## src/rtl/priority_match_unit_pkg.sv

```systemverilog
// Shared constants and helpers for the priority match unit.
package priority_match_unit_pkg;

    localparam int HIT_CNT_W = 16;
    localparam int CODE_NONE = 0;

    // Ceiling log2 for elaboration-time width derivation; clog2(1) = 0.
    function automatic int clog2(input int value);
        int result;
        result = 0;
        for (int i = 0; i < 31; i++) begin
            if ((32'sd1 <<< i) < value) begin
                result = i + 1;
            end else begin
                result = result;
            end
        end
        return result;
    endfunction

endpackage

```

## src/rtl/priority_match_unit_prio_enc.sv

```systemverilog
// Lowest-index-wins priority encoder: hit vector -> (lowest set bit + 1), or 0 if none.
module prio_enc
    import priority_match_unit_pkg::*;
#(
    parameter int N  = 3,
    parameter int CW = clog2(N + 1)
) (
    input  logic [N-1:0]  hit,
    output logic [CW-1:0] code
);

    // Scan from the top down so the lowest set bit is the last to write the code.
    always_comb begin
        code = CW'(CODE_NONE);
        for (int i = N - 1; i >= 0; i--) begin
            if (hit[i]) begin
                code = CW'(i + 1);
            end else begin
                code = code;
            end
        end
    end

endmodule

```

## src/rtl/priority_match_unit.sv

```systemverilog
// Registered N-channel pattern matcher with valid/ready handshake and saturating hit counter.
module priority_match_unit
    import priority_match_unit_pkg::*;
#(
    parameter int  W  = 8,
    parameter int  N  = 3,
    localparam int IW = (clog2(N) < 1) ? 1 : clog2(N),
    localparam int CW = clog2(N + 1)
) (
    input  logic                 clk,
    input  logic                 rst_n,
    input  logic                 cfg_we,
    input  logic [IW-1:0]        cfg_idx,
    input  logic [W-1:0]         cfg_data,
    input  logic                 cfg_en,
    input  logic                 cnt_clr,
    input  logic                 in_valid,
    output logic                 in_ready,
    input  logic [W-1:0]         in_data,
    output logic                 out_valid,
    input  logic                 out_ready,
    output logic [CW-1:0]        out_code,
    output logic [N-1:0]         out_hit_mask,
    output logic [HIT_CNT_W-1:0] hit_cnt
);

    logic [W-1:0]  pattern_r [N];
    logic [N-1:0]  en_r;
    logic [N-1:0]  hit_s;
    logic [CW-1:0] code_s;
    logic          accept_s;
    logic          deliver_s;

    assign in_ready  = !out_valid || out_ready;
    assign accept_s  = in_valid && in_ready;
    assign deliver_s = out_valid && out_ready;

    // Pattern/enable register file; out-of-range indices match no channel and are dropped.
    always_ff @(posedge clk) begin
        if (!rst_n) begin
            for (int i = 0; i < N; i++) begin
                pattern_r[i] <= '0;
            end
            en_r <= '0;
        end else begin
            for (int i = 0; i < N; i++) begin
                if (cfg_we && (cfg_idx == IW'(i))) begin
                    pattern_r[i] <= cfg_data;
                    en_r[i]      <= cfg_en;
                end else begin
                    pattern_r[i] <= pattern_r[i];
                    en_r[i]      <= en_r[i];
                end
            end
        end
    end

    // Equality comparators against the pre-write register contents.
    always_comb begin
        hit_s = '0;
        for (int i = 0; i < N; i++) begin
            hit_s[i] = en_r[i] && (pattern_r[i] == in_data);
        end
    end

    prio_enc #(
        .N  (N),
        .CW (CW)
    ) u_prio_enc (
        .hit  (hit_s),
        .code (code_s)
    );

    // Single output register; code and mask keep their last values once consumed.
    always_ff @(posedge clk) begin
        if (!rst_n) begin
            out_valid    <= 1'b0;
            out_code     <= '0;
            out_hit_mask <= '0;
        end else if (accept_s) begin
            out_valid    <= 1'b1;
            out_code     <= code_s;
            out_hit_mask <= hit_s;
        end else if (out_ready) begin
            out_valid    <= 1'b0;
        end else begin
            out_valid    <= out_valid;
        end
    end

    // Saturating count of delivered matching results; clear wins over increment.
    always_ff @(posedge clk) begin
        if (!rst_n) begin
            hit_cnt <= '0;
        end else if (cnt_clr) begin
            hit_cnt <= '0;
        end else if (deliver_s && (out_code != CW'(CODE_NONE)) && (hit_cnt != {HIT_CNT_W{1'b1}})) begin
            hit_cnt <= hit_cnt + {{(HIT_CNT_W-1){1'b0}}, 1'b1};
        end else begin
            hit_cnt <= hit_cnt;
        end
    end

endmodule
```

## config.mk

```make
export PLATFORM = sky130hd
export DESIGN_NAME = priority_match_unit
export DESIGN_NICKNAME = d
export VERILOG_FILES = /design/src/rtl/priority_match_unit_pkg.sv /design/src/rtl/priority_match_unit_prio_enc.sv /design/src/rtl/priority_match_unit.sv
export SDC_FILE = /design/constraint.sdc
export NUM_CORES = 1
export LEC_CHECK = 0
export ABC_AREA = 1
export BUFFER_PORTS_ARGS = -buffer_cell sky130_fd_sc_hd__buf_2
export CAP_MARGIN = 20
export CORE_ASPECT_RATIO = 0.6
export CORE_MARGIN = 2
export CORE_UTILIZATION = 53
export DETAILED_ROUTE_END_ITERATION = 10
export HOLD_SLACK_MARGIN = 0.06
export PLACE_DENSITY = 0.77
export SYNTH_ARGS = -nofsm -noshare
export SYNTH_HDL_FRONTEND = slang
export SYNTH_SLANG_ARGS = --single-unit
```

## constraint.sdc

```tcl
create_clock -name clk -period 3.5 [get_ports clk]
set_input_delay 0.525 -clock clk [delete_from_list [all_inputs] [get_ports clk]]
set_output_delay 0.525 -clock clk [all_outputs]
set_load 0.02 [all_outputs]
```

* Word-level counts from Yosys, hierarchy flattened *
Memory sizes are Yosys's and may differ from the RTL's.
Index checks and enable logic that the tools add are counted.

word-level totals
  flip-flop bits (word level) = 25
  RAM bits = 24
  input bits = 25
  output and inout bits = 23
  word-level logic and storage cells = 68
  memories = 1

operators by class
  add/subtract/negate cells = 1
  equality and inequality tests = 6
  muxes and demuxes = 30
  bitwise operators = 7
  reduce and logical (&&, ||, !) cells = 16

memory list
  name       words  width  read ports  clocked after memory_dff  write ports  line                       RTL
  pattern_r  3      8      3           0                         3            priority_match_unit.sv:27  logic [W-1:0] pattern_r [N];

operator list
  operator               number
  $mux 8                 6
  $eq 8x8->1             3
  $mux 1                 21
  $add 16x1->16 const B  1
  $ne 16x16->1 const B   1
  $logic_and 1x1->1      10
  $mux 2                 3
  $or 1x1->1             6
  $reduce_bool 2->1      2
  $eq 2x1->1 const B     1
  $eq 2x2->1 const B     1
  $logic_not 2->1        1
  $reduce_or 2->1        1
  $logic_not 1->1        1
  $logic_or 1x1->1       1
  $not 1->1              1

* Depth between registers and ports, before layout *
Gate-level depths: netlist of the first run.

  word-level depth = 7
  gate-level depth with buffers = 11
  mapped depth without buffers = 11

* Hierarchy *
Synthesis of the first run repeated with hierarchy kept, for this count alone.

unflattened totals
  cells, all modules = 332
  area total of the unflattened synthesis = 2536.2 um^2

modules (own cells, without submodules)
  module               instances  cells an instance  area an instance (um^2)  seq. area each (um^2)
  priority_match_unit  1          326                2513.7                   1221.2
  prio_enc             1          6                  22.5                     0.0

* Worst setup path before layout of the first run *
OpenSTA, ideal clock, no wires.

  kind = register -> register
  from = register hit_cnt[0]
  to = register hit_cnt[14]
  setup time = 0.136 ns
  arrival time = 1.557 ns
  required time = 3.364 ns
  path slack = 1.806 ns
  cell stages (with the launch flop) = 10
  buffers on the path = 1
  period minus slack after synthesis = 1.694 ns
  path through = dfxtp_1 ha_1 nand3_2 nor3_4 nand3b_2 nand2_4 inv_2 buf_6 nand2_1 a21oi_2

between the ends
  longest elaborated chain between the ends = 2
  elaborated cells between the ends (all ways) = 3
  classes of those cells = add/sub: 1; eq/ne: 1; reduce/logical: 1

RTL lines
  item                                                   line                        RTL
  from (decl)                                            priority_match_unit.sv:24   output logic [HIT_CNT_W-1:0] hit_cnt
  from (signal assigned)                                 priority_match_unit.sv:98   hit_cnt <= hit_cnt + {{(HIT_CNT_W-1){1'b0}}, 1'b1};
  from (signal assigned)                                 priority_match_unit.sv:100  hit_cnt <= hit_cnt;
  branches (longest 2 deep; another with $add 16x1->16)  --

Parallel ways; which one is timed is not known.
A chain may end at the register's enable or synchronous reset.

* Worst setup path in the final report of the first run *
  from = register hit_cnt[0]
  to = register hit_cnt[2]

The elaborated chain is that of the path after synthesis.

==> summary.md, run 1 <==
| Metric | Value |
|---|---|
| IO Count | 48 |
| Hold path cells | 2 |
| Number of synthesized register bits | 49 |
| Final wirelength | 5450 µm |
| Post-CTS Setup Bufs | 0 |
| # diodes | 0 |
| CTS Sinks | 49 |
| EDFF count, synth | 24 |
| Ranking of synthesized cells by area | edfxtp_1 (29%), dfxtp_1 (20%), nand2_1 (14%) |
| Core area | 0.00454 mm² |
| Die H | 57.0 µm |
| RR Endpoint | hit_cnt[2] |
| Synth unique cells | 27 |
| Most common cell in the synthesized netlist | nand2_1 |
| Max VDD drop | 0.000240 V |
| Setup Skew | 0.00961 ns |
| RD Place Congestion | 0.898 |
| Area Overhead vs Synth | 15.8% |
| Starting Density | 0.546 |
| Hold endpoint | en_r[2] |
| Crit Path Max Fanout | 19 |
| Floorplan row count | 19 |
| Post-route antenna net violation count | 0 |
| Gr usage total | 0.226 |
| FF-to-FF Start | hit_cnt[0] |
| Fmax | 555 MHz |
| Die area | 0.00526 mm² |
| CTS clock-pin slew for the worst setup and hold paths | 0.09 ns |
| Commonest cells post-synth | nand2_1 (93), inv_1 (49), nor2_1 (30) |
| Drt first pass iters | 4 |
| Mapped Avg Cell Area | 7.91 µm² |
| Port Buf Inserts | 47 |
| Clock Path Buffers | 2 |
| Htree depth | 2 |
| Via count | 2,083 |
| Hold Vio Cnt, Final | 0 |
| Setup violators final | 0 |
| Tcrit/Tclk final | 0.514 |
| Critical Path RT | 3.73 ns |
| Initial antenna violation count | 0 |
| Setup CP Type | register to register |
| Final cell count without fillers | 427 |
| CTS tree | yes |
| Dpl cells | 419 |
| Drt drc | 0 |
| Drt via density | 4.88 |
| Setup TNS | 0 ns |
| Post_cts resized | 0 |
| Share of cells above drive strength 1 | 0.179 |
| LEAKAGE | 1.31 nW |
| Post-layout min period | 1.80 ns |
| Worst-skew pair later-pin latency | 0.30 ns |
| Critical path arrival | 2.03 ns |
| First-pass GRT wire length | 9160 µm |
| DRT iter0 DRCs | 108 |
| CP startpoint | hit_cnt[0] |
| FFs w/ async S/R, synth | 0 |
| Leading area contributor after synthesis | edfxtp_1 |
| Critical Path Start Type | register |
| Largest net degree at the start of global routing | 20 |
| Reg2Reg Depth | 9 |
| CTS Buf Count | 5 |
| Syn Nets | 339 |
| Outcome | completed |
| Crit end category | register |
| Congestion Overflow GR | 0 |
| Vias in the first global route | 1,858 |
| Dpl hpwl | 4210 µm |
| Hold buffer count at CTS | 0 |
| Die W | 92.3 µm |
| Cell area power density | 397 mW/mm² |
| Final #Nets | 389 |
| Worst hold start | en_r[2] |
| Total Power | 0.00114 W |
| RSZ-0062 raised after global routing | false |
| Slew Limit Fails | 0 |
| WL/cell | 12.8 µm |
| Root Driver | clkbuf_8 |
| Class of the worst hold path | register to register |
| Yosys warns | 0 |
| Cell count after synthesis | 313 |
| Cell area after synthesis | 0.00248 mm² |
| Maxcap violations | 0 |
| Slew of the pin with the lowest slew margin | 0.492 ns |
| Post-synthesis sequential area ratio | 0.493 |
| Reg-to-reg slack, setup | 1.70 ns |
| Worst slew margin | 0.671 |
| Main synth FF type | dfxtp_1 |
| Post-layout util | 0.632 |
| Post-synth top area share | 0.291 |
routing by layer:
| metal | vias up | wire length, µm | track usage |
|---|---|---|---|
| met5 | - | 0 | 0 |
| met4 | 0 | 34 | 0.0448 |
| met3 | 6 | 392 | 0.0476 |
| met2 | 61 | 2030 | 0.294 |
| met1 | 933 | 2990 | 0.380 |
| li1 | 1083 | - | - |
worst max-delay path by stage:
stage                        to  cells after the start
finish               hit_cnt[2]                      9
global route         hit_cnt[2]                      9
CTS                  hit_cnt[2]                      9
detailed placement   hit_cnt[5]                      5
global placement    hit_cnt[11]                      5
floorplan           hit_cnt[14]                      9
critical path: stages (launching register included):
cell	delay [ns]
dfxtp_1	0.40
ha_1	0.26
nand3_2	0.13
nor3_4	0.20
nand3b_2	0.13
nand2_4	0.19
inv_2	0.15
nand3_1	0.10
nand2_1	0.05
nor2_1	0.11
layout by cell type, fill, tap and decap left out, types with 2 or more instances in the layout:
master,synthesis,routed
a21oi_1,18,18
a21oi_2,5,5
buf_2,0,47
clkbuf_8,0,5
dfxtp_1,25,25
edfxtp_1,24,24
inv_1,49,49
nand2_1,93,93
nand3_1,15,15
nand4_1,2,2
nor2_1,30,30
nor3_1,7,7
o21ai_0,12,12
xnor2_1,7,7
xor2_1,12,12
area by class of cell:
cell class,instances,area (µm²)
clock buffer,5,68.8
clock inverter,3,41.3
fill,408,1670
inverter,50,188
multi-input combinational,210,1030
sequential,49,1220
tap,63,78.8
timing repair buffer,47,235
state kept, by name (all words and copies together), names as in the netlist:
signal        cells
pattern_r        24
hit_cnt          16
en_r              3
out_hit_mask      3
out_code          2
out_valid         1
metrics by stage:
step	setup slack [ns]	instance area, µm²	hold WS, ns
3_5_place_dp	1.63	2760	0.442
4_1_cts	1.70	2870	0.456
5_1_grt	1.53	2870	0.495
3_3_place_gp	1.67	2760	0.439
2_1_floorplan	1.81	2480	0.423
6_report	1.70	2870	0.455
kinds of logic after synthesis:
family                     after synthesis  share of synthesized area
AOI/OAI and AO/OA                       36                     0.0813
xor gates and xnor gates                19                     0.0672
adders and majority gates                1                    0.00505
buffers and inverters                   54                     0.0894
DFF                                     49                      0.493
and+or+nand+nor                        154                      0.264
report_power, final:
group / internal (W) / switching [W] / total [W]
logic: 0.0000362 / 0.0000661 / 0.000102
registers: 0.000634 / 0.0000147 / 0.000649
clock network: 0.000210 / 0.000177 / 0.000387
Note: power is estimated with default switching activity, not from simulation.
==> inputs of run 2 (changes only) <==
--- a/config.mk
+++ b/config.mk
@@ -10,10 +10,10 @@
 export CAP_MARGIN = 20
 export CORE_ASPECT_RATIO = 0.6
 export CORE_MARGIN = 2
-export CORE_UTILIZATION = 53
+export CORE_UTILIZATION = 49
 export DETAILED_ROUTE_END_ITERATION = 10
 export HOLD_SLACK_MARGIN = 0.06
-export PLACE_DENSITY = 0.77
+export PLACE_DENSITY = 0.75
 export SYNTH_ARGS = -nofsm -noshare
 export SYNTH_HDL_FRONTEND = slang
 export SYNTH_SLANG_ARGS = --single-unit
==> constraint.sdc (replaced) <==
create_clock -name clk -period 1.6 [get_ports clk]
set_input_delay 0.24 -clock clk [delete_from_list [all_inputs] [get_ports clk]]
set_output_delay 0.24 -clock clk [all_outputs]
set_load 0.02 [all_outputs]
==> run 2 against run 1 <==
Sequential cell count stayed put. Sequential share of layout area is 1.2 points lower. Cell area is 3.2% higher. Setup slack worse by 1.6 ns. Die area is 7.7% higher. Hold slack worse by 0.25 ns. Fmax is 19% higher. Register-to-register slack worse by 1.6 ns. Cell count is 2.8% higher. Largest cell class unchanged. Via count is 4.0% higher. Critical endpoint unchanged. Clock-buffer cell count is 2 higher.
==> summary.md, run 2 (synthesis results as in run 1) <==
| Metric | Value |
|---|---|
| CTS Sinks | 49 |
| Setup CP Type | register to register |
| Post-layout min period | 1.51 ns |
| Most frequent cells in the layout | nand2_1 (93), inv_1 (49), buf_2 (47) |
| Worst-skew pair later-pin latency | 0.30 ns |
| Largest net degree at the start of global routing | 15 |
| Outcome | completed |
| Congestion Overflow GR | 0 |
| Floorplan row count | 19 |
| Setup violators final | 0 |
| Fmax | 662 MHz |
| Initial antenna violation count | 0 |
| Die area | 0.00566 mm² |
| Starting Density | 0.526 |
| Final wirelength | 5810 µm |
| IO Count | 48 |
| Drt first pass iters | 4 |
| Setup Skew | 0.00640 ns |
| Hold buffer count at CTS | 0 |
| Final #Nets | 401 |
| Critical Path RT | 1.84 ns |
| Class of the worst hold path | input port to register |
| First-pass GRT wire length | 9290 µm |
| Fillers | 415 |
| CTS clock-pin slew for the worst setup and hold paths | 0.08 ns |
| Clock Path Buffers | 2 |
| Via count | 2,167 |
| Max reg flops | 24 |
| Most flop-heavy register | pattern_r |
| Cell area power density | 795 mW/mm² |
| Critical path arrival | 1.75 ns |
| Crit Path Max Fanout | 12 |
| Drt via density | 4.94 |
| Htree depth | 2 |
| Setup TNS | 0 ns |
| Tcrit/Tclk final | 0.945 |
| Hold Vio Cnt, Final | 0 |
| Slew Limit Fails | 0 |
| Port Buf Inserts | 47 |
| WL/cell | 13.2 µm |
| Drt drc | 0 |
| Psw | 0.000575 W |
| RD Place Congestion | 0.948 |
| Root Driver | clkbuf_8 |
| DRT iter0 DRCs | 121 |
| Gate power share | 0.098 |
| Internal power | 0.00178 W |
| Delay-heaviest family, CP | simple AND/OR/NAND/NOR gates |
| Crit-path cells | ha_4 -> nand3_2 -> nor3_4 -> nand3b_2 -> nand2_4 -> inv_2 -> nand3_1 -> nand2_1 -> nor2_1 |
| Gr usage total | 0.219 |
| Worst path max stage delay | 0.38 ns |
| CP max-delay cell | dfxtp_2 |
| Maxcap violations | 0 |
| CTS Buf Count | 5 |
| Worst slew margin | 0.688 |
| Regs by FF count | pattern_r x24, hit_cnt x16 |
| Die W | 95.8 µm |
| Core area | 0.00471 mm² |
| Area Overhead vs Synth | 19.5% |
| Clock share of power | 0.299 |
| Post-layout util | 0.629 |
| Vias in the first global route | 2,027 |
| Max VDD drop | 0.000449 V |
| LEAKAGE | 1.36 nW |
| Critical Path Start Type | register |
| Post-route antenna net violation count | 0 |
| Buf/Inv on CP | 1 |
| Die H | 59.1 µm |
| Dpl hpwl | 4470 µm |
| Crit end category | register |
| Flop pwr share | 0.603 |
| Most common library cell in the layout ignoring fill and taps | nand2_1 |
| # diodes | 0 |
| Slew of the pin with the lowest slew margin | 0.466 ns |
| Share of cells above drive strength 1 | 0.213 |
| Switching Fraction | 0.244 |
| CTS tree | yes |
-- run 2: power by group through the flow --
stage	logic [W]	registers, W	clock network, W
after floorplan	0.000137	0.00144	0
after global placement	0.000222	0.00145	0
after detailed placement	0.000230	0.00145	0
after CTS	0.000231	0.00142	0.000714
after global routing	0.000262	0.00143	0.000776
final	0.000231	0.00142	0.000703
-- run 2: cell type report --
| cell class | count | area [µm²] | share of cell area |
|---|---|---|---|
| inverters | 50 | 188 | 0.0634 |
| flip-flops and latches | 49 | 1220 | 0.413 |
| multi-input cells | 211 | 1060 | 0.358 |
| well taps | 63 | 78.8 | 0.0266 |
| clock buffers | 7 | 76.3 | 0.0258 |
| repair buffers | 58 | 330 | 0.112 |
| clock inverters | 1 | 5.00 | 0.00169 |
-- run 2: per-stage QoR --
step / area, µm² / hold WS, ns / instances / total power (W) / worst slack (ns)
6_report: 2960 / 0.205 / 439 / 0.00235 / 0.0887
5_1_grt: 2960 / 0.223 / 439 / 0.00247 / -0.0164
4_1_cts: 2940 / 0.196 / 438 / 0.00236 / 0.0406
2_1_floorplan: 2480 / 0.338 / 313 / 0.00158 / 0.0129
3_3_place_gp: 2860 / 0.444 / 430 / 0.00167 / 0.134
3_5_place_dp: 2860 / 0.450 / 430 / 0.00168 / 0.0463
-- run 2: worst paths after layout --
kind / startpoint / end / slack (ns) / cells past startpoint
min: in_valid / out_valid / 0.21 / 3
max reg2reg: hit_cnt[1] / hit_cnt[2] / 0.09 / 9
max: hit_cnt[1] / hit_cnt[2] / 0.09 / 9
min reg2reg: en_r[2] / en_r[2] / 0.46 / 2
-- run 2: worst min-delay path: cells and delay by family --
family / cells / cell delay (ns)
buffers and inverters: 2 / 0.16
AO/OA/AOI/OAI: 1 / 0.06
-- run 2: per-layer routing --
layer	share of wire	wire length, µm	up-vias	global-route usage
met3	0.089	515	5	0.0560
met4	0.0069	40	0	0.0592
met2	0.40	2310	75	0.307
met5	0	0	-	0
met1	0.51	2950	979	0.337
li1	-	-	1108	-
-- run 2: what timing repair did --
item	4_1_cts	5_1_grt
gates resized for setup	0	3
setup endpoints to repair	0	13
buffers inserted	0	0
==> inputs of run 3 (changes only) <==
--- a/config.mk
+++ b/config.mk
@@ -10,10 +10,12 @@
 export CAP_MARGIN = 20
 export CORE_ASPECT_RATIO = 0.6
 export CORE_MARGIN = 2
-export CORE_UTILIZATION = 49
+export CORE_UTILIZATION = 53
 export DETAILED_ROUTE_END_ITERATION = 10
 export HOLD_SLACK_MARGIN = 0.06
-export PLACE_DENSITY = 0.75
+export PLACE_DENSITY = 0.77
+export RECOVER_POWER = 50
 export SYNTH_ARGS = -nofsm -noshare
 export SYNTH_HDL_FRONTEND = slang
+export SYNTH_HIERARCHICAL = 1
 export SYNTH_SLANG_ARGS = --single-unit
==> constraint.sdc (replaced) <==
create_clock -name clk -period 1.85 [get_ports clk]
set_input_delay 0.2775 -clock clk [delete_from_list [all_inputs] [get_ports clk]]
set_output_delay 0.2775 -clock clk [all_outputs]
set_load 0.02 [all_outputs]
==> run 3 against run 2 <==
Die area down 5.1%. First-iteration DRC count up 39%. Register-to-register slack better by 0.20 ns. Critical path depth down 1. Critical endpoint unchanged. Highest routed layer unchanged.
==> summary.md, run 3 <==
| Metric | Value |
|---|---|
| CTS Buf Count | 5 |
| RR Endpoint | hit_cnt[2] |
| Regs by FF count | pattern_r x24, hit_cnt x16 |
| Setup TNS | 0 ns |
| Post-CTS Setup Bufs | 0 |
| Post-layout util | 0.648 |
| Most common library cell in the layout ignoring fill and taps | nand2_1 |
| Die W | 93.3 µm |
| Die H | 57.6 µm |
| Mapped Avg Cell Area | 7.64 µm² |
| Share of cells above drive strength 1 | 0.197 |
| First-pass GRT wire length | 9360 µm |
| Setup CP Type | register to register |
| Post-synthesis sequential area ratio | 0.481 |
| Hold path cells | 3 |
| Post-Synth Adder-Cell Area | 0.00493 |
| FF-to-FF Start | hit_cnt[0] |
| CTS tree | yes |
| Root Driver | clkbuf_8 |
| Worst path max stage delay | 0.41 ns |
| Setup Skew | 0.0110 ns |
| Hold Vio Cnt, Final | 0 |
| Slew of the pin with the lowest slew margin | 0.858 ns |
| Most frequent cells in the layout | nand2_1 (84), inv_1 (56), nor2_1 (47) |
| Reg-to-reg slack, setup | 0.29 ns |
| Ranking of synthesized cells by area | edfxtp_1 (28%), dfxtp_1 (20%), nand2_1 (12%) |
| Worst-skew pair later-pin latency | 0.31 ns |
| Slew Limit Fails | 0 |
| CTS Sinks | 49 |
| Via count | 2,214 |
| Worst hold start | cfg_data[2] |
| Setup violators final | 0 |
| Post-synth top area share | 0.284 |
| EDFF count, synth | 24 |
| Syn Nets | 358 |
| Largest net degree at the start of global routing | 21 |
| Synth unique cells | 26 |
| Complex-gate fraction of the synthesized area | 0.0784 |
| Final cell count without fillers | 448 |
| Tcrit/Tclk final | 0.845 |
| Max VDD drop | 0.000432 V |
| Dpl cells | 440 |
| Core area | 0.00459 mm² |
| IO Count | 48 |
| Buf/Inv on CP | 0 |
| Post-layout min period | 1.56 ns |
| LEAKAGE | 1.38 nW |
| Drt first pass iters | 5 |
| Reg2Reg Depth | 8 |
| Crit Path Max Fanout | 7 |
| Starting Density | 0.553 |
| Htree depth | 2 |
| Total Power | 0.00227 W |
| Initial antenna violation count | 0 |
| Commonest cells post-synth | nand2_1 (84), inv_1 (56), nor2_1 (47) |
| Post_cts resized | 0 |
| Synth Area in XOR/XNOR | 0.0345 |
| Largest family of logic cells by synthesized area | simple AND/OR/NAND/NOR gates |
| Worst slew margin | 0.428 |
| Delay-heaviest family, CP | simple AND/OR/NAND/NOR gates |
| Most flop-heavy register | pattern_r |
| RD Place Congestion | 0.875 |
| Vias in the first global route | 1,976 |
| Class of the worst hold path | input port to register |
| Gr usage total | 0.233 |
| Hold buffer count at CTS | 0 |
| Crit end category | register |
| Outcome | completed |
| Post-route antenna net violation count | 0 |
| Cell area after synthesis | 0.00254 mm² |
| Mux share of post-synthesis cell area | 0 |
| CTS clock-pin slew for the worst setup and hold paths | 0.10 ns |
| Cell area power density | 762 mW/mm² |
| CP max-delay cell | dfxtp_1 |
| WL/cell | 12.7 µm |
| Crit-path cells | ha_1 -> nand2_1 -> nor2_1 -> nand2_2 -> nor2_4 -> nor2_4 -> a21oi_1 -> nor2_1 |
| Drt via density | 4.94 |
| Congestion Overflow GR | 0 |
| Max reg flops | 24 |
| Most common cell in the synthesized netlist | nand2_1 |
| Floorplan row count | 19 |
| Synth Area in Simple Gates | 0.309 |
| Final #Nets | 410 |
| Fmax | 640 MHz |
| Maxcap violations | 0 |
| RSZ-0062 raised after global routing | false |
| Leading area contributor after synthesis | edfxtp_1 |
| Port Buf Inserts | 47 |
| FFs w/ async S/R, synth | 0 |
| Die area | 0.00537 mm² |
| Final wirelength | 5710 µm |
| Critical path arrival | 1.77 ns |
| Fillers | 388 |
| DRT iter0 DRCs | 168 |
| # diodes | 0 |
| Hold endpoint | pattern_r[0][2] |
| Critical Path Start Type | register |
| Clock Path Buffers | 2 |
| Cell count after synthesis | 332 |
| Main synth FF type | dfxtp_1 |
| Drt drc | 0 |
| Critical Path RT | 2.06 ns |
| Yosys warns | 6 |
| Number of synthesized register bits | 49 |
| Dpl hpwl | 4510 µm |
| Area Overhead vs Synth | 17.2% |
[run 3: cell count changes in the layout (fill, tap and decap cells not counted), sizes merged, moves of 2 or more]
cell / before / now
o211ai: 0 / 2
a21oi: 23 / 16
o21ai: 12 / 17
nor2: 30 / 59
inv: 50 / 59
nand2: 96 / 90
o22ai: 0 / 3
nand3b: 2 / 0
xor2: 12 / 7
buf: 58 / 47
nand4: 2 / 5
nor3: 8 / 2
xnor2: 7 / 3
[run 3: cell type report]
class | count | area [µm²] | share of cell area
Sequential cell | 49 | 1220 | 0.411
Timing Repair Buffer | 48 | 241 | 0.0813
Clock inverter | 1 | 8.76 | 0.00295
Clock buffer | 7 | 119 | 0.0400
Multi-Input combinational cell | 222 | 1080 | 0.364
Tap cell | 63 | 78.8 | 0.0265
Inverter | 58 | 220 | 0.0741
[run 3: worst max path at each step]
| stage | startpoint | endpoint | slack (ns) | cells after the start |
|---|---|---|---|---|
| after floorplan | hit_cnt[1] | hit_cnt[2] | 0.37 | 8 |
| after global placement | in_data[0] | out_code[1] | 0.47 | 10 |
| after detailed placement | hit_cnt[0] | hit_cnt[2] | 0.34 | 8 |
| after CTS | hit_cnt[0] | hit_cnt[2] | 0.32 | 8 |
| after global routing | hit_cnt[0] | hit_cnt[14] | 0.17 | 8 |
| final | hit_cnt[0] | hit_cnt[2] | 0.29 | 8 |
[run 3: kinds of logic after synthesis]
kind of cell / Yosys count
buffers and inverters: 61
flip-flops: 49
AO/OA/AOI/OAI: 38
XOR/XNOR: 10
AND/OR/NAND/NOR: 173
adder cells (fa/ha/maj): 1
[run 3: worst register-to-register path: cells and delay by family, from the launching register on]
| family | cells | cell delay [ns] |
|---|---|---|
| AND/OR/NAND/NOR | 6 | 0.69 |
| flip-flops | 1 | 0.41 |
| adder cells (fa/ha/maj) | 1 | 0.23 |
| AO/OA/AOI/OAI | 1 | 0.14 |
[run 3: power breakdown]
| group | total, W | switching (W) | internal (W) |
|---|---|---|---|
| clock | 0.000805 | 0.000369 | 0.000436 |
| sequential | 0.00124 | 0.0000295 | 0.00121 |
| combinational | 0.000224 | 0.000142 | 0.0000814 |
[run 3: metal layers]
layer / part of all wire / global-route usage / wire length, µm
met1: 0.49 / 0.353 / 2770
met4: 0.0093 / 0.0630 / 53
met3: 0.092 / 0.0555 / 524
met5: 0 / 0 / 0
met2: 0.41 / 0.335 / 2360
[run 3: metrics by stage]
stage	cell area [µm²]	hold slack, ns	worst slack, ns
after floorplan	2540	0.409	0.372
after global placement	2850	0.449	0.467
after detailed placement	2850	0.464	0.340
after CTS	2970	0.264	0.316
after global routing	2970	0.278	0.174
final	2970	0.272	0.287
